--- src/rtl/sprite_attr_reader_pkg.sv ---
// Shared definitions for the sprite attribute reader.
// Holds the attribute word field positions, the scan FSM encoding, the
// table/line-list record types and the default slot count and sprite size.
package sprite_attr_reader_pkg;

    localparam int unsigned NUM_SLOTS           = 8;
    localparam int unsigned SPRITE_SIZE_DEFAULT = 32;

    // Attribute word layout; bits [30:26] are reserved and never stored.
    localparam int unsigned ATTR_EN_BIT  = 31;
    localparam int unsigned ATTR_X_MSB   = 25;
    localparam int unsigned ATTR_X_LSB   = 16;
    localparam int unsigned ATTR_Y_MSB   = 15;
    localparam int unsigned ATTR_Y_LSB   = 6;
    localparam int unsigned ATTR_ROW_MSB = 5;
    localparam int unsigned ATTR_ROW_LSB = 3;
    localparam int unsigned ATTR_COL_MSB = 2;
    localparam int unsigned ATTR_COL_LSB = 0;

    typedef enum logic [1:0] {
        IDLE  = 2'd0,
        SCAN  = 2'd1,
        READY = 2'd2
    } scan_state_e;

    typedef struct packed {
        logic       en;
        logic [9:0] pos_x;
        logic [9:0] pos_y;
        logic [2:0] rom_row;
        logic [2:0] rom_col;
    } sprite_attr_t;

    // One captured sprite for the current line; dy is frozen at scan time.
    typedef struct packed {
        logic [2:0] slot;
        logic [9:0] pos_x;
        logic [4:0] dy;
        logic [2:0] rom_row;
        logic [2:0] rom_col;
    } line_entry_t;

    function automatic sprite_attr_t unpack_attr(input logic [31:0] word);
        sprite_attr_t a;
        a.en      = word[ATTR_EN_BIT];
        a.pos_x   = word[ATTR_X_MSB:ATTR_X_LSB];
        a.pos_y   = word[ATTR_Y_MSB:ATTR_Y_LSB];
        a.rom_row = word[ATTR_ROW_MSB:ATTR_ROW_LSB];
        a.rom_col = word[ATTR_COL_MSB:ATTR_COL_LSB];
        return a;
    endfunction

endpackage

--- src/rtl/sprite_attr_reader_if.sv ---
// Attribute write bus for the sprite attribute table.
//   we   - write strobe
//   addr - slot index 0..7
//   dina - packed attribute word
interface sprite_attr_reader_if;
    logic        we;
    logic [2:0]  addr;
    logic [31:0] dina;

    modport master (output we, output addr, output dina);
    modport slave  (input we, input addr, input dina);
endinterface

--- src/rtl/sprite_span_cmp.sv ---
// Checks whether value lies in [base, base + SPAN) using 11-bit arithmetic so
// neither the subtraction nor the upper bound can wrap.
//   value   - coordinate under test
//   base    - sprite origin on that axis
//   in_span - value is inside the sprite box on this axis
//   offset  - value - base, low 5 bits (meaningful only when in_span)
module sprite_span_cmp #(
    parameter int unsigned SPAN = 32
) (
    input  logic [9:0] value,
    input  logic [9:0] base,
    output logic       in_span,
    output logic [4:0] offset
);

    logic [10:0] diff;

    assign diff    = {1'b0, value} - {1'b0, base};
    assign in_span = (value >= base) && (diff < 11'(SPAN));
    assign offset  = diff[4:0];

endmodule

--- src/rtl/sprite_attr_reader.sv ---
// Sprite attribute reader: keeps an 8-slot attribute table, scans it during
// horizontal blanking to build the list of sprites on the next scanline, then
// resolves the front-most sprite per pixel and forms its ROM address.
//   clk, reset        - clock, synchronous active-high reset
//   attr_bus          - attribute table write port (we/addr/dina)
//   line_start        - pulse at start of horizontal blanking, starts a scan
//   h_cnt, v_cnt      - current pixel column / row
//   video_on          - active display region
//   collision_clr     - clears the sticky collision flag
//   sprite_hit        - an enabled sprite box covers the pixel (registered)
//   sprite_id         - slot of the winning sprite
//   rom_addr          - {rom_row, rom_col, dy, dx}
//   line_overflow     - more than MAX_PER_LINE sprites matched this line
//   collision         - sticky overlap flag
// Optional feature: define SPRITE_COLLISION_EN to enable collision detection;
// otherwise collision is tied to 0 and collision_clr is ignored.
module sprite_attr_reader
    import sprite_attr_reader_pkg::*;
#(
    parameter int unsigned SPRITE_SIZE  = SPRITE_SIZE_DEFAULT,
    parameter int unsigned MAX_PER_LINE = 4,
    parameter int unsigned V_TOTAL      = 525
) (
    input  logic                 clk,
    input  logic                 reset,
    sprite_attr_reader_if.slave  attr_bus,
    input  logic                 line_start,
    input  logic [9:0]           h_cnt,
    input  logic [9:0]           v_cnt,
    input  logic                 video_on,
    input  logic                 collision_clr,
    output logic                 sprite_hit,
    output logic [2:0]           sprite_id,
    output logic [15:0]          rom_addr,
    output logic                 line_overflow,
    output logic                 collision
);

    localparam int unsigned CNT_W = $clog2(MAX_PER_LINE + 1);

    sprite_attr_t     table_q [NUM_SLOTS];
    scan_state_e      state_q;
    logic [2:0]       scan_idx_q;
    logic [9:0]       line_y_q;
    logic [CNT_W-1:0] list_cnt_q;
    line_entry_t      list_q [MAX_PER_LINE];

    // ------------------------------------------------------------------
    // Attribute table
    // ------------------------------------------------------------------
    always_ff @(posedge clk) begin
        if (reset) begin
            for (int i = 0; i < int'(NUM_SLOTS); i++) begin
                table_q[i] <= '0;
            end
        end else if (attr_bus.we) begin
            table_q[attr_bus.addr] <= unpack_attr(attr_bus.dina);
        end
    end

    // ------------------------------------------------------------------
    // Line scan: one slot per cycle against the latched target line
    // ------------------------------------------------------------------
    sprite_attr_t scan_attr;
    logic         y_in_span;
    logic [4:0]   y_offset;
    logic         y_match;
    logic [9:0]   line_y_next;

    assign scan_attr   = table_q[scan_idx_q];
    assign y_match     = scan_attr.en && y_in_span;
    assign line_y_next = (v_cnt == 10'(V_TOTAL - 1)) ? 10'd0 : v_cnt + 10'd1;

    sprite_span_cmp #(
        .SPAN (SPRITE_SIZE)
    ) u_y_cmp (
        .value   (line_y_q),
        .base    (scan_attr.pos_y),
        .in_span (y_in_span),
        .offset  (y_offset)
    );

    always_ff @(posedge clk) begin
        if (reset) begin
            state_q       <= IDLE;
            scan_idx_q    <= '0;
            line_y_q      <= '0;
            list_cnt_q    <= '0;
            line_overflow <= 1'b0;
            for (int i = 0; i < int'(MAX_PER_LINE); i++) begin
                list_q[i] <= '0;
            end
        end else if (line_start) begin
            state_q       <= SCAN;
            scan_idx_q    <= '0;
            line_y_q      <= line_y_next;
            list_cnt_q    <= '0;
            line_overflow <= 1'b0;
        end else begin
            unique case (state_q)
                IDLE: ;
                SCAN: begin
                    if (y_match) begin
                        if (list_cnt_q < CNT_W'(MAX_PER_LINE)) begin
                            for (int i = 0; i < int'(MAX_PER_LINE); i++) begin
                                if (CNT_W'(i) == list_cnt_q) begin
                                    list_q[i] <= '{slot:    scan_idx_q,
                                                   pos_x:   scan_attr.pos_x,
                                                   dy:      y_offset,
                                                   rom_row: scan_attr.rom_row,
                                                   rom_col: scan_attr.rom_col};
                                end
                            end
                            list_cnt_q <= list_cnt_q + CNT_W'(1);
                        end else begin
                            line_overflow <= 1'b1;
                        end
                    end
                    scan_idx_q <= scan_idx_q + 3'd1;
                    if (scan_idx_q == 3'(NUM_SLOTS - 1)) begin
                        state_q <= READY;
                    end
                end
                READY: ;
                default: state_q <= IDLE;
            endcase
        end
    end

    // ------------------------------------------------------------------
    // Pixel stage: per-entry x test, lowest list index wins
    // ------------------------------------------------------------------
    logic [MAX_PER_LINE-1:0] x_in_span;
    logic [MAX_PER_LINE-1:0] entry_hit;
    logic [4:0]              x_offset [MAX_PER_LINE];

    for (genvar g = 0; g < int'(MAX_PER_LINE); g++) begin : g_xcmp
        sprite_span_cmp #(
            .SPAN (SPRITE_SIZE)
        ) u_x_cmp (
            .value   (h_cnt),
            .base    (list_q[g].pos_x),
            .in_span (x_in_span[g]),
            .offset  (x_offset[g])
        );
        // Stale entries beyond the current count must not hit.
        assign entry_hit[g] = x_in_span[g] && (CNT_W'(g) < list_cnt_q);
    end

    logic        hit_any;
    logic        multi_hit;
    line_entry_t win_entry;
    logic [4:0]  win_dx;
    logic        pixel_active;

    assign pixel_active = (state_q == READY) && video_on;

    always_comb begin
        hit_any   = 1'b0;
        multi_hit = 1'b0;
        win_entry = '0;
        win_dx    = '0;
        for (int i = 0; i < int'(MAX_PER_LINE); i++) begin
            if (entry_hit[i]) begin
                if (hit_any) begin
                    multi_hit = 1'b1;
                end else begin
                    win_entry = list_q[i];
                    win_dx    = x_offset[i];
                end
                hit_any = 1'b1;
            end
        end
    end

    always_ff @(posedge clk) begin
        if (reset || !pixel_active) begin
            sprite_hit <= 1'b0;
            sprite_id  <= '0;
            rom_addr   <= '0;
        end else begin
            sprite_hit <= hit_any;
            sprite_id  <= win_entry.slot;
            rom_addr   <= {win_entry.rom_row, win_entry.rom_col, win_entry.dy, win_dx};
        end
    end

`ifdef SPRITE_COLLISION_EN
    // Clear takes priority over a set in the same cycle.
    always_ff @(posedge clk) begin
        if (reset || collision_clr) begin
            collision <= 1'b0;
        end else if (pixel_active && multi_hit) begin
            collision <= 1'b1;
        end
    end
`else
    logic unused_collision;
    assign unused_collision = collision_clr ^ multi_hit;
    assign collision        = 1'b0;
`endif

endmodule

--- src/flat_wrapper.sv ---
// flat-port wrapper written by rule: the top's interface ports become plain ports
module sprite_attr_reader_flat import sprite_attr_reader_pkg::*;
#(
    parameter int unsigned SPRITE_SIZE  = SPRITE_SIZE_DEFAULT,
    parameter int unsigned MAX_PER_LINE = 4,
    parameter int unsigned V_TOTAL      = 525
)
  (clk, reset, line_start, h_cnt, v_cnt, video_on, collision_clr, sprite_hit, sprite_id, rom_addr, line_overflow, collision, attr_bus_we, attr_bus_addr, attr_bus_dina);
  sprite_attr_reader_if attr_bus_i ();
  input  logic clk;
  input  logic reset;
  input  logic line_start;
  input  logic [9:0] h_cnt;
  input  logic [9:0] v_cnt;
  input  logic video_on;
  input  logic collision_clr;
  output logic sprite_hit;
  output logic [2:0] sprite_id;
  output logic [15:0] rom_addr;
  output logic line_overflow;
  output logic collision;
  input wire logic [$bits(attr_bus_i.we)-1:0] attr_bus_we;
  input wire logic [$bits(attr_bus_i.addr)-1:0] attr_bus_addr;
  input wire logic [$bits(attr_bus_i.dina)-1:0] attr_bus_dina;
  assign attr_bus_i.we = attr_bus_we;
  assign attr_bus_i.addr = attr_bus_addr;
  assign attr_bus_i.dina = attr_bus_dina;
  sprite_attr_reader #(.SPRITE_SIZE(SPRITE_SIZE), .MAX_PER_LINE(MAX_PER_LINE), .V_TOTAL(V_TOTAL)) u_core (.clk(clk), .reset(reset), .attr_bus(attr_bus_i), .line_start(line_start), .h_cnt(h_cnt), .v_cnt(v_cnt), .video_on(video_on), .collision_clr(collision_clr), .sprite_hit(sprite_hit), .sprite_id(sprite_id), .rom_addr(rom_addr), .line_overflow(line_overflow), .collision(collision));
endmodule
--- config.mk ---
export PLATFORM = sky130hd
export DESIGN_NAME = sprite_attr_reader_flat
export DESIGN_NICKNAME = d
export VERILOG_FILES = /design/src/rtl/sprite_attr_reader_pkg.sv /design/src/rtl/sprite_attr_reader_if.sv /design/src/rtl/sprite_span_cmp.sv /design/src/rtl/sprite_attr_reader.sv /design/src/flat_wrapper.sv
export SDC_FILE = /design/constraint.sdc
export NUM_CORES = 1
export LEC_CHECK = 0
export ABC_CLOCK_PERIOD_IN_PS = 9700
export CAP_MARGIN = 10
export CORE_ASPECT_RATIO = 0.8
export CORE_MARGIN = 5
export CORE_UTILIZATION = 40
export CTS_CLUSTER_SIZE = 20
export DETAILED_ROUTE_END_ITERATION = 7
export GPL_ROUTABILITY_DRIVEN = 1
export PLACE_DENSITY = 0.59
export SLEW_MARGIN = 0
export SYNTH_ARGS = -nofsm -noshare
export SYNTH_HDL_FRONTEND = slang
export SYNTH_SLANG_ARGS = --single-unit
--- constraint.sdc ---
create_clock -name clk -period 9.7 [get_ports clk]
set_input_delay 1.94 -clock clk [delete_from_list [all_inputs] [get_ports clk]]
set_output_delay 1.94 -clock clk [all_outputs]
set_load 0.01 [all_outputs]
==> results.md, run 1 <==
- Outcome: complete, no violations
- Synthesized Nets: 1484
- Ys flop type: edfxtp_1
- Initial Util: 0.4036
- Hpwl dp: 27020 microns
- Cts bufs inserted: 37
- Startpoint Class: flop
- R2R Setup Slk: 3.29 ns
- Layout area overhead: 15.21%
- Gr ovfl total: 0
- Syn Inst Count: 1361
- Max Freq: 155.9 MHz
- Routed Wire Length: 42990 microns
- HP Class: flop to flop
- Final instance area: 19980 sq um
- Synthesis warning total: 0
- Clock transition at path regs: 0.06 ns
- Async set or reset register ratio after synthesis: 0
- Commonest non-fill, non-tap cell in the layout: edfxtp_1
- VDD IR max: 0.0001038 V
- DRC viols: 0
- Post-detailed-route via-to-cell ratio: 5.371
- Kind of critical path: flop to flop
- Worst endpoint required time: 9.92 ns
- Antenna violations before repair: 3
- CTS Buffer Depth: 3
- Placed Area: 18810 sq um
- Seq/Total Area, Yosys: 0.5888
- Clock Tree Root: clkbuf_16
- Synth Register Bits: 354
- H-tree levels: 2
- Vias after detailed routing: 10890
- Syn_area_per_cell: 12.74 sq um
- Die area: 47640 sq um
- FF-to-FF End: u_core.list_q[1][10]$_SDFFCE_PN0P_
- Synthesized area: 17340 sq um
- Power Density: 173.4 nW/um^2
- DR iter-0 viols: 814
- RD Place Congestion: 0.8372
- Hold Violations, Final: 0
- Port bufs: 75
- Total setup buffers inserted after CTS: 0
- Layout cells sized above 1: 0.1132
- Count of final setup violators: 0
- Clock latency at the later pin of the worst-skew pair: 0.54 ns
- Slew Limit Fails: 0
- Die height: 196.2 microns
- Post-DRT Antenna Nets: 0
- Crit end category: flop
- Die W: 242.8 microns
- Drt first pass iters: 5
- Setup Skew: 0.02027 ns
- Setup TNS: 0 ns
- Worst-Margin Slew: 1.161 ns
- Hold WS: 0.4300 ns
- Worst EP arrival: 6.63 ns
- Most frequent cells in the layout: edfxtp_1 (312), and2_1 (219), nor2_1 (125)
- Rel. slew slack: 0.2243
- Vias in the first global route: 11070
- Largest net degree at the start of global routing: 50
- Period Utilization, post-route: 0.6612
- Inst Count DP: 1962
- Crit path time final: 6.414 ns
- I/O Pins: 83
- CTS Sinks: 354
- Site row count: 68
- Static Leak: 0.007201 uW
- Hold Buf Count CTS: 0
- Netlist cell types: 60
- CORE AREA: 42970 sq um
- Critical path capture point: u_core.list_q[1][10]$_SDFFCE_PN0P_
- CTS tree: yes
- Overall Global Routing Usage: 0.1789
- # Max-Cap Violations: 0
- Worst reg2reg path depth: 14
- Avg WL per Cell: 21.21 microns
- RSZ-0062 raised after global routing: false
- Worst-path maximum fanout: 35
- First-pass GRT wire length: 66480 microns
- Post_cts resized: 0
- Final nets: 1564
- Final Util: 0.4649
- Post-route insts no fill: 2027
- Number of flops mapped to enable cells by yosys: 312
worst min-delay path by stage:
stage / slack (ns) / depth (start not counted) / end / from
final: 0.43 / 1 / u_core.rom_addr[8]$_SDFF_PP0_ / u_core.list_q[3][9]$_SDFFCE_PN0P_
after global routing: 0.45 / 1 / u_core.sprite_id[1]$_SDFF_PP0_ / u_core.list_q[3][22]$_SDFFCE_PN0P_
after CTS: 0.44 / 1 / u_core.rom_addr[8]$_SDFF_PP0_ / u_core.list_q[3][9]$_SDFFCE_PN0P_
after detailed placement: 0.43 / 1 / u_core.rom_addr[8]$_SDFF_PP0_ / u_core.list_q[3][9]$_SDFFCE_PN0P_
after global placement: 0.43 / 1 / u_core.rom_addr[8]$_SDFF_PP0_ / u_core.list_q[3][9]$_SDFFCE_PN0P_
after floorplan: 0.42 / 1 / u_core.rom_addr[14]$_SDFF_PP0_ / u_core.list_q[3][4]$_SDFFCE_PN0P_
where the power goes:
part / switching, uW / leakage (uW) / internal [uW]
clock network: 598 / 0.000570 / 796
registers: 24.9 / 0.00341 / 1730
logic: 187 / 0.00322 / 128
total: 809 / 0.00720 / 2660
cells by family (layout without fill, tap and decap cells):
logic type	count (synthesis)	in the layout	synth area share
other cells	1	2	0.0002163
simple gates	518	518	0.1618
fa+ha+maj	62	62	0.04690
buf+inv	120	225	0.02829
flops	354	354	0.5888
compound gates	190	190	0.06949
xor+xnor	24	24	0.01212
mux	92	92	0.09237
worst max-delay path: stages, from the launching register on:
cell	delay, ns
dfxtp_4	0.85
buf_4	0.52
mux4_2	0.58
mux2_2	0.30
ha_1	0.24
fa_1	0.42
nor2b_1	0.16
o2111ai_1	0.14
nand3b_1	0.14
xor2_1	0.07
or4_1	0.45
nor4_4	0.75
nand3_1	0.45
nand2_1	0.64
buf_4	0.36
synth_stat cells (4+ instances only):
cell / count / area, sq um
edfxtp_1: 312 / 9369
and2_1: 219 / 1370
nor2_1: 127 / 476.7
o21ai_0: 62 / 310.3
inv_1: 61 / 229.0
ha_1: 57 / 713.2
mux4_2: 54 / 1216
nand2_1: 50 / 187.7
dfxtp_1: 42 / 840.8
clkbuf_1: 37 / 138.9
a21oi_1: 34 / 170.2
mux2i_1: 34 / 340.3
nand3_1: 25 / 125.1
nor3_1: 22 / 110.1
a21o_1: 19 / 142.6
a31oi_1: 19 / 118.9
nor2b_1: 15 / 93.84
o21a_1: 13 / 97.59
xnor2_1: 13 / 113.9
buf_2: 11 / 55.05
xor2_1: 11 / 96.34
nand2b_1: 8 / 50.05
nand4_1: 8 / 50.05
nor4_1: 8 / 50.05
or2_2: 7 / 43.79
and3_1: 5 / 31.28
buf_1: 5 / 18.77
fa_1: 5 / 100.1
nand3b_1: 5 / 37.54
o2111ai_1: 5 / 43.79
o221ai_1: 5 / 43.79
or3_1: 5 / 31.28
mux2_2: 4 / 45.04
nand4_2: 4 / 50.05
o31a_1: 4 / 35.03
state kept, by name (all words and copies together), names as in the netlist, named ones only:
register	cells
u_core.table_q	216
u_core.list_q	96
u_core.rom_addr	16
u_core.line_y_q	10
u_core.list_cnt_q	3
u_core.scan_idx_q	3
u_core.sprite_id	3
u_core.state_q	2
u_core.line_overflow	1
u_core.sprite_hit	1
stage by stage:
stage	worst slack (ns)	power, uW
5_1_grt	2.774	3600
3_3_place_gp	3.273	2097
2_1_floorplan	4.616	1981
4_1_cts	3.177	3495
3_5_place_dp	3.220	2105
6_report	3.286	3464
layout make-up:
class                           instances  area (sq um)
Timing Repair Buffer                   99         930.9
Fill cell                            3874         22990
Inverter                               62         232.7
Multi-Input combinational cell        887          6734
Clock inverter                         13         136.4
Sequential cell                       354         10220
Antenna cell                            1         2.502
Clock buffer                           51          1023
Tap cell                              560         700.7
layer usage:
| layer | share of wire | track usage | vias up |
|---|---|---|---|
| met5 | 0.00047 | 0 | - |
| met4 | 0.019 | 0.04181 | 4 |
| met3 | 0.053 | 0.03228 | 53 |
| met2 | 0.48 | 0.2989 | 256 |
| met1 | 0.45 | 0.2459 | 5420 |
| li1 | - | - | 5155 |
Power figures use the tool's default switching activity.
==> run 2: changes to the inputs <==
--- a/config.mk
+++ b/config.mk
@@ -5,7 +5,7 @@
 export SDC_FILE = /design/constraint.sdc
 export NUM_CORES = 1
 export LEC_CHECK = 0
-export ABC_CLOCK_PERIOD_IN_PS = 9700
+export ABC_CLOCK_PERIOD_IN_PS = 5600
 export CAP_MARGIN = 10
 export CORE_ASPECT_RATIO = 0.8
 export CORE_MARGIN = 5
@@ -13,7 +13,7 @@
 export CTS_CLUSTER_SIZE = 20
 export DETAILED_ROUTE_END_ITERATION = 7
 export GPL_ROUTABILITY_DRIVEN = 1
-export PLACE_DENSITY = 0.59
+export PLACE_DENSITY = 0.61
 export SLEW_MARGIN = 0
 export SYNTH_ARGS = -nofsm -noshare
 export SYNTH_HDL_FRONTEND = slang
==> constraint.sdc (replaced) <==
create_clock -name clk -period 5.6 [get_ports clk]
set_input_delay 1.12 -clock clk [delete_from_list [all_inputs] [get_ports clk]]
set_output_delay 1.12 -clock clk [all_outputs]
set_load 0.01 [all_outputs]
==> run 2 against run 1 <==
  * Die area did not move
  * First-iteration DRC count up 7.0%
  * Critical path type unchanged
  * Via count is 0.85% higher
  * Global-route usage decreased by 0.13 points
  * Wire length is 0.71% lower
  * Largest power group unchanged
  * Largest cell class unchanged
  * Worst hold slack better by 0.014 ns
==> results.md, run 2 (synthesized netlist as in run 1, its figures left out) <==
- Outcome: complete, no violations
- Power Density: 298.0 nW/um^2
- Crit path time final: 4.767 ns
- Post-route insts no fill: 2044
- Top Registers: u_core.table_q x216, u_core.list_q x96, u_core.rom_addr x16
- Post-detailed-route via-to-cell ratio: 5.372
- Drt first pass iters: 5
- Static Leak: 0.007277 uW
- Die W: 242.8 microns
- Slew Limit Fails: 0
- Die area: 47640 sq um
- # Max-Cap Violations: 0
- Top reg by flops: u_core.table_q
- H-tree levels: 2
- Worst-Margin Slew: 0.9003 ns
- CTS Buffer Depth: 3
- Post-DRT Antenna Nets: 0
- FF-to-FF End: u_core.list_q[1][20]$_SDFFCE_PN0P_
- Avg WL per Cell: 20.88 microns
- Layout cells sized above 1: 0.1226
- Count of final setup violators: 0
- Max Freq: 209.8 MHz
- Overall Global Routing Usage: 0.1775
- Post_cts resized: 0
- Vias after detailed routing: 10980
- CP max-delay cell: dfxtp_4
- Initial Util: 0.4036
- Hpwl dp: 26890 microns
- VDD IR max: 0.0002045 V
- RD Place Congestion: 0.8267
- Worst-path maximum fanout: 21
- Setup TNS: 0 ns
- Worst path cell trace: mux4_2, mux2_2, ha_1, fa_1, nor2b_1, o2111ai_1, nand3b_1, xor2_1, or4_1, nor4_4, nand3_1, nand2_1, buf_4
- Cts bufs inserted: 38
- Vias in the first global route: 11000
- Crit end category: flop
- Startpoint Class: flop
- Worst Hold Path EP: u_core.rom_addr[12]$_SDFF_PP0_
- Fill count: 3805
- Inst Count DP: 1976
- Clock Tree Root: clkbuf_16
- CTS Sinks: 354
- Clock latency at the later pin of the worst-skew pair: 0.54 ns
- I/O Pins: 83
- Hold Buf Count CTS: 0
- Layout area overhead: 15.73%
- Clock transition at path regs: 0.06 ns
- ANT cells: 0
- Worst endpoint required time: 5.82 ns
- Antenna violations before repair: 0
- DRC viols: 0
- Rel. slew slack: 0.3998
- Final nets: 1579
- HP Class: flop to flop
- Commonest non-fill, non-tap cell in the layout: edfxtp_1
- R2R Setup Slk: 0.83 ns
- Setup Skew: 0.01822 ns
- Largest net degree at the start of global routing: 40
- First-pass GRT wire length: 65820 microns
- CTS tree: yes
- Port bufs: 75
- Total setup buffers inserted after CTS: 0
- Die height: 196.2 microns
- Site row count: 68
- DR iter-0 viols: 871
- Critical Path Max Stage Delay: 0.62 ns
- Most frequent cells in the layout: edfxtp_1 (312), and2_1 (219), nor2_1 (127)
- Worst reg2reg path depth: 13
- Gr ovfl total: 0
- Hold Violations, Final: 0
- Routed Wire Length: 42680 microns
- WHS Path Cells: 1
- CORE AREA: 42970 sq um
- Period Utilization, post-route: 0.8512
- Max reg flops: 216
- Kind of critical path: flop to flop
- Hold wc startpoint: u_core.list_q[3][2]$_SDFFCE_PN0P_
- RSZ-0062 raised after global routing: false
- Worst EP arrival: 4.98 ns
## run 2: cell count changes in the layout (fill, tap and decap cells not counted), moves of 3 or more
cell / before / now
clkbuf_1: 10 / 6
clkinv_2: 5 / 11
clkinv_1: 4 / 8
o21ai_2: 0 / 3
o21ai_4: 4 / 1
buf_4: 24 / 37
## run 2: power by group
group	switching (uW)	internal (uW)
Sequential	39.4	3000
Combinational	325	225
Clock	1050	1350
Total	1410	4570
## run 2: through the flow
stage	util	total power, uW	setup slack, ns	instance area, sq um	hold slack [ns]
2_1_floorplan	-	3431	0.5163	17340	0.4191
3_3_place_gp	0.4400	3630	0.8471	18900	0.4234
3_5_place_dp	0.4400	3646	0.7989	18900	0.4340
4_1_cts	0.4670	6042	0.7728	20070	0.4479
5_1_grt	0.4670	6199	0.5169	20070	0.4605
6_report	0.4670	5980	0.8331	20070	0.4444
## run 2: how the worst max path moves through the flow
stage | from | end | slack, ns | cells after the start
6_report | flop | u_core.list_q[1][20]$_SDFFCE_PN0P_ | 0.83 | 13
5_1_grt | flop | u_core.list_q[1][18]$_SDFFCE_PN0P_ | 0.52 | 13
4_1_cts | flop | u_core.list_q[1][15]$_SDFFCE_PN0P_ | 0.77 | 13
3_5_place_dp | flop | u_core.list_q[1][18]$_SDFFCE_PN0P_ | 0.80 | 13
3_3_place_gp | flop | u_core.list_q[1][20]$_SDFFCE_PN0P_ | 0.85 | 13
2_1_floorplan | flop | u_core.list_q[1][0]$_SDFFCE_PN0P_ | 0.52 | 15
## run 2: critical path, delay by kind of cell, from the launching register on
kind	cells	cell delay, ns
AO/OA/AOI/OAI	1	0.16
AND/OR/NAND/NOR	6	1.74
flip-flops	1	0.62
XOR/XNOR	1	0.08
adder cells (fa/ha/maj)	2	0.66
buffers and inverters	1	0.29
multiplexers	2	0.88
## run 2: final cells by class
cell class | count | area, sq um | share of cell area
clock inverter | 24 | 188.9 | 0.009415
inverter | 62 | 232.7 | 0.01160
sequential | 354 | 10220 | 0.5091
clock buffer | 44 | 973.4 | 0.04851
multi-input combinational | 887 | 6706 | 0.3342
tap | 560 | 700.7 | 0.03492
timing repair buffer | 113 | 1049 | 0.05225
## run 2: routing by layer
metal,vias to the layer above,GRT usage,share of wire
met5,-,0,0
met4,0,0.04013,0.016
met3,44,0.03296,0.056
met2,296,0.2898,0.47
met1,5454,0.2499,0.46
li1,5187,-,-
==> run 3: changes to the inputs <==
--- a/config.mk
+++ b/config.mk
@@ -5,7 +5,7 @@
 export SDC_FILE = /design/constraint.sdc
 export NUM_CORES = 1
 export LEC_CHECK = 0
-export ABC_CLOCK_PERIOD_IN_PS = 5600
+export ABC_CLOCK_PERIOD_IN_PS = 5000
 export CAP_MARGIN = 10
 export CORE_ASPECT_RATIO = 0.8
 export CORE_MARGIN = 5
@@ -13,7 +13,7 @@
 export CTS_CLUSTER_SIZE = 20
 export DETAILED_ROUTE_END_ITERATION = 7
 export GPL_ROUTABILITY_DRIVEN = 1
-export PLACE_DENSITY = 0.61
+export PLACE_DENSITY = 0.59
 export SLEW_MARGIN = 0
 export SYNTH_ARGS = -nofsm -noshare
 export SYNTH_HDL_FRONTEND = slang
==> constraint.sdc (replaced) <==
create_clock -name clk -period 5 [get_ports clk]
set_input_delay 1 -clock clk [delete_from_list [all_inputs] [get_ports clk]]
set_output_delay 1 -clock clk [all_outputs]
set_load 0.01 [all_outputs]
==> run 3 against run 2 <==
  * Worst setup slack worse by 0.46 ns
  * Cell count up 0.39%
  * Via count down 0.29%
  * Non-clock buffer count up 5
==> results.md, run 3 (synthesized netlist as in run 1, its figures left out) <==
- Final Util: 0.4701
- RSZ-0062 raised after global routing: false
- CP max-delay cell: mux4_2
- Initial Util: 0.4036
- Clock Tree Root: clkbuf_16
- Post-detailed-route via-to-cell ratio: 5.336
- Cts bufs inserted: 39
- Final setup margin: 0.3725 ns
- Worst Hold Path EP: u_core.sprite_id[1]$_SDFF_PP0_
- Startpoint Class: flop
- Most frequent cells in the layout: edfxtp_1 (312), and2_1 (219), nor2_1 (127)
- Worst reg2reg path depth: 14
- CORE AREA: 42970 sq um
- Multi-input gate area: 6709 sq um
- Outcome: complete, no violations
- Die area: 47640 sq um
- Total area of sequential cells: 10220 sq um
- Routed Wire Length: 42680 microns
- Overall Global Routing Usage: 0.1783
- H-tree levels: 2
- Static Leak: 0.007328 uW
- Avg WL per Cell: 20.80 microns
- Setup Skew: 0.01916 ns
- Period Utilization, post-route: 0.9255
- Final nets: 1585
- Max reg flops: 216
- First-pass GRT wire length: 66310 microns
- Post-DRT Antenna Nets: 0
- Slew Limit Fails: 0
- Worst-path maximum fanout: 24
- WHS Path Cells: 1
- Setup TNS: 0 ns
- HP Class: flop to flop
- ANT cells: 0
- VDD IR max: 0.0002400 V
- Layout area overhead: 16.50%
- CTS tree: yes
- CTS Sinks: 354
- Gr ovfl total: 0
- Commonest non-fill, non-tap cell in the layout: edfxtp_1
- RD Place Congestion: 0.8298
- Die W: 242.8 microns
- Worst endpoint required time: 5.23 ns
- Crit end category: flop
- Drt first pass iters: 5
- Layout cells sized above 1: 0.1247
- Hold Buf Count CTS: 0
- Port bufs: 75
- Top reg by flops: u_core.table_q
- Critical Path Max Stage Delay: 0.56 ns
- Clock transition at path regs: 0.06 ns
- FF-to-FF End: u_core.list_q[2][3]$_SDFFCE_PN0P_
- Worst path cell trace: mux4_2, mux2_2, ha_1, fa_1, nor2b_1, o2111ai_1, nand3b_1, xor2_1, or4_1, nor4_4, buf_4, nand3_1, nand2_2, buf_12
- Largest net degree at the start of global routing: 40
- # Max-Cap Violations: 0
- Post_cts resized: 0
- Vias in the first global route: 11130
- DR iter-0 viols: 826
- Count of final setup violators: 0
- Setup WS pre-CTS: 0.3790 ns
- Antenna violations before repair: 2
- Kind of critical path: flop to flop
- Crit path time final: 4.627 ns
- Worst EP arrival: 4.86 ns
- Rel. slew slack: 0.3586
- Power Density: 337.4 nW/um^2
- Vias after detailed routing: 10950
- Fill count: 3787
- Max Freq: 216.1 MHz
- Hold Violations, Final: 0
- Worst-Margin Slew: 0.9621 ns
- I/O Pins: 83
- Clock latency at the later pin of the worst-skew pair: 0.55 ns
- Total setup buffers inserted after CTS: 0
- Top Registers: u_core.table_q x216, u_core.list_q x96, u_core.rom_addr x16
- DRC viols: 0
- Die height: 196.2 microns
- CTS Buffer Depth: 3
- R2R Setup Slk: 0.37 ns
- Site row count: 68
- Hold wc startpoint: u_core.list_q[3][22]$_SDFFCE_PN0P_
- Hpwl dp: 26430 microns
run 3: cell count changes in the layout (fill, tap and decap cells not counted), sizes merged:
cell and delta:
bufinv +1, clkinv -8, clkbuf +9, clkinvlp -1, buf +5, inv +2
run 3: final cells by class:
cell class | instances | area share
Inverter | 62 | 0.01152
Clock inverter | 18 | 0.009353
Tap cell | 560 | 0.03469
Timing Repair Buffer | 118 | 0.05562
Clock buffer | 53 | 0.05092
Sequential cell | 354 | 0.5058
Multi-Input combinational cell | 887 | 0.3321
run 3: per-stage QoR:
| step | area, sq um | total power (uW) | instances | hold WS, ns |
|---|---|---|---|---|
| after CTS | 20200 | 6868 | 2052 | 0.4445 |
| after global placement | 18980 | 4071 | 1981 | 0.4285 |
| after detailed placement | 18980 | 4088 | 1981 | 0.4299 |
| after global routing | 20200 | 7075 | 2052 | 0.4703 |
| final | 20200 | 6815 | 2052 | 0.4477 |
| after floorplan | 17350 | 3843 | 1361 | 0.4191 |
run 3: how the worst max path moves through the flow:
stage                        start                                end  slack [ns]  cells past startpoint
after global placement    h_cnt[0]     u_core.rom_addr[10]$_SDFF_PP0_        0.39                     13
after detailed placement  h_cnt[0]     u_core.rom_addr[10]$_SDFF_PP0_        0.38                     13
after floorplan               flop  u_core.list_q[3][0]$_SDFFCE_PN0P_        0.13                     15
final                         flop  u_core.list_q[2][3]$_SDFFCE_PN0P_        0.37                     14
after CTS                     flop  u_core.list_q[2][3]$_SDFFCE_PN0P_        0.34                     14
after global routing          flop  u_core.list_q[2][2]$_SDFFCE_PN0P_       0.009                     14
run 3: where the power goes:
group | internal (uW) | switching [uW]
Clock | 1610 | 1180
Sequential | 3360 | 44.2
Combinational | 256 | 367
run 3: worst max-delay path: cells and delay by family, from the launching register on:
| kind | cells | cell delay (ns) |
|---|---|---|
| DFF | 1 | 0.54 |
| muxes | 2 | 0.88 |
| AOI/OAI and AO/OA | 1 | 0.19 |
| adders and majority gates | 2 | 0.67 |
| buffers and inverters | 2 | 0.44 |
| and+or+nand+nor | 6 | 1.50 |
| xor gates and xnor gates | 1 | 0.09 |
run 3: metal layers:
layer / wire length [microns] / global-route usage / vias up
met5: 32 / 0 / -
met2: 20350 / 0.2951 / 260
met3: 2145 / 0.03010 / 48
met4: 551 / 0.03403 / 4
met1: 19600 / 0.2522 / 5452
li1: - / - / 5185
==> edit (settings of run 2) <==
The option `SPRITE_COLLISION_EN` is turned on by a define.
--- a/src/rtl/sprite_attr_reader.sv
+++ b/src/rtl/sprite_attr_reader.sv
@@ -16,2 +16,4 @@
 // otherwise collision is tied to 0 and collision_clr is ignored.
+`define SPRITE_COLLISION_EN
+
 module sprite_attr_reader
Formal check against the unedited RTL: same outputs for any inputs over 4 cycles, from zero or initial values and one cycle with reset high; that may be too few to reach the edited logic, so the function may still have changed.
==> edit against run 2 <==
- hold slack better by 0.0042 ns
- wire length up 0.34%
- synthesized area down 0.35%
- combinational power up 2%
- worst setup slack worse by 0.17 ns
- total power down 1.5%
- design area down 0.33%
- via count down 2.0%
- global-route usage up 0.077 points
- sequential cell count up 1
- count of clock-buffer cells in the layout up 5
- largest power group unchanged
- critical endpoint is now u_core.list_q[3][13]
- fmax down 3.4%
- clock power down 5%
- largest cell class unchanged
==> edit: results (changes against run 2) <==
Status
  – Outcome: finished clean

Pwr
  – Leak: 0.007037 µW (-3.3%)
  – Reg power frac: 51.7% (+0.9 points)
  – Clock Power Share: 38.8% (-1.2 points)
  – Peak supply drop: 0.0001758 V (-14%)
  – Comb. pwr: 562 µW (+2%)
  – Switching Power: 1368 µW (-3.0%)

Detailed routing
  – M1 WL: 20.30 mm (+3.1%)
  – Post-Route WL: 42.83 mm (+0.34%)
  – Drt first pass iters: 7 (+2)
  – Routed wl met2: 19.60 mm (-1.5%)
  – Met3 Wirelength: 2.161 mm (-10%)
  – Max Used Layer: met4
  – Vias per inst: 5.360 (-0.23%)
  – DRT iter0 DRCs: 876 (+0.57%)

Place
  – Placed cells: 1943 (-1.7%)
  – Dpl cell area: 0.01890 mm² (about the same)
  – Setup slack at placement: 0.7273 ns (-0.07161 ns)
  – Count of buffers from port buffering: 77 (+2.7%)
  – GP Congestion: 0.8739 (+5.7%)
  – Hpwl dp: 27.29 mm (+1.5%)

Global routing
  – Largest net degree at the start of global routing: 35 (-13%)
  – Initial antenna violation count: 0 (unchanged)
  – Vias in the first global route: 10.77k (-2.1%)
  – All-Layer GR Usage: 17.83% (+0.077 points)
  – Met3 Usage GRT: 2.533% (-0.76 points)
  – Grt met2 use: 28.64% (-0.34 points)
  – First-pass GRT wire length: 65.85 mm (about the same)
  – Met1 usage in global routing: 26.18% (+1.2 points)

Hold path
  – Hold crit path type: reg -> reg
  – Hold depth: 1 (unchanged)

Yosys
  – Synth top cells by count: edfxtp_1 (312), and2_1 (217), nor2_1 (143), inv_1 (72), ha_1 (57)
  – Sequential-to-total area share from yosys stat: 59.20% (+0.32 points)
  – Mapped Nets: 1451 (-2.2%)
  – Adder and majority gate portion of the synthesized area: 4.765% (+0.074 points)
  – Yosys warnings: 0 (unchanged)
  – Synth Area in Compound Gates: 7.328% (+0.38 points)
  – Mapped Cells: 1328 (-2.4%)
  – Ys async rst share: 0% (unchanged)
  – Synth area leaders: edfxtp_1 (54%), and2_1 (7.9%), mux4_2 (7.0%), dfxtp_1 (5.0%), ha_1 (4.1%)
  – Post-synthesis cell type count: 74 (+23%)
  – Post-synth EDFFs: 312 (unchanged)
  – Mux contribution to synthesized area: 9.269% (+0.032 points)
  – Xor and xnor area share after synthesis: 1.166% (-0.046 points)

Setup path
  – CP max stage delay: 0.60 ns (-0.02 ns)
  – Crit-path max FO: 24 (+14%)
  – Worst path top cell family by delay: compound AO/OA/AOI/OAI gates
  – Cells on worst reg2reg path: 12 (-1)
  – CP Data Arrival Time: 5.11 ns (+0.13 ns)

Clock network
  – Clock Pin Slew Worst Setup and Hold Paths: 0.06 ns (about the same)
  – H-tree levels: 2 (unchanged)
  – TritonCTS Buffers: 37 (-2.6%)

Final layout
  – Layout cell share with drive strength beyond 1: 12.64% (+0.37 points)
  – Final nets: 1545 (-2.2%)
  – Post-Layout Cell Count: 2008 (-1.8%)

Timing
  – Max-Slew Margin vs Limit: 35.67% (-4.3 points)
  – Clock Skew: 0.01566 ns (-0.002560 ns)
==> edit: cell types whose count changed after synthesis, sizes merged, moves of 13 or more <==
cell	before	now
nand2	50	31
a221oi	1	16
a31oi	19	6
nor2	127	143
a21o	19	6
o2bb2ai	0	15
o21ai	62	49
==> edit: logic make-up after synthesis <==
logic type      count (synthesis)
compound gates                179
xor+xnor                       23
fa+ha+maj                      63
buf+inv                       127
flops                         355
mux                            92
simple gates                  489
==> edit: area by class of cell <==
class	instances	area, µm²
fillers	3812	22970
flip-flops and latches	355	10240
multi-input cells	846	6646
repair buffers	110	1044
clock buffers	49	1023
well taps	560	700.7
inverters	72	270.3
clock inverters	16	80.08
==> edit: path summary, 6_finish.rpt <==
check	start	to	slack, ns
worst max-delay path	register	u_core.list_q[3][13]	0.67
worst min-delay path	u_core.list_q[3][23]	u_core.sprite_id[2]	0.45
worst max register to register	register	u_core.list_q[3][13]	0.67
worst min register to register	u_core.list_q[3][23]	u_core.sprite_id[2]	0.45
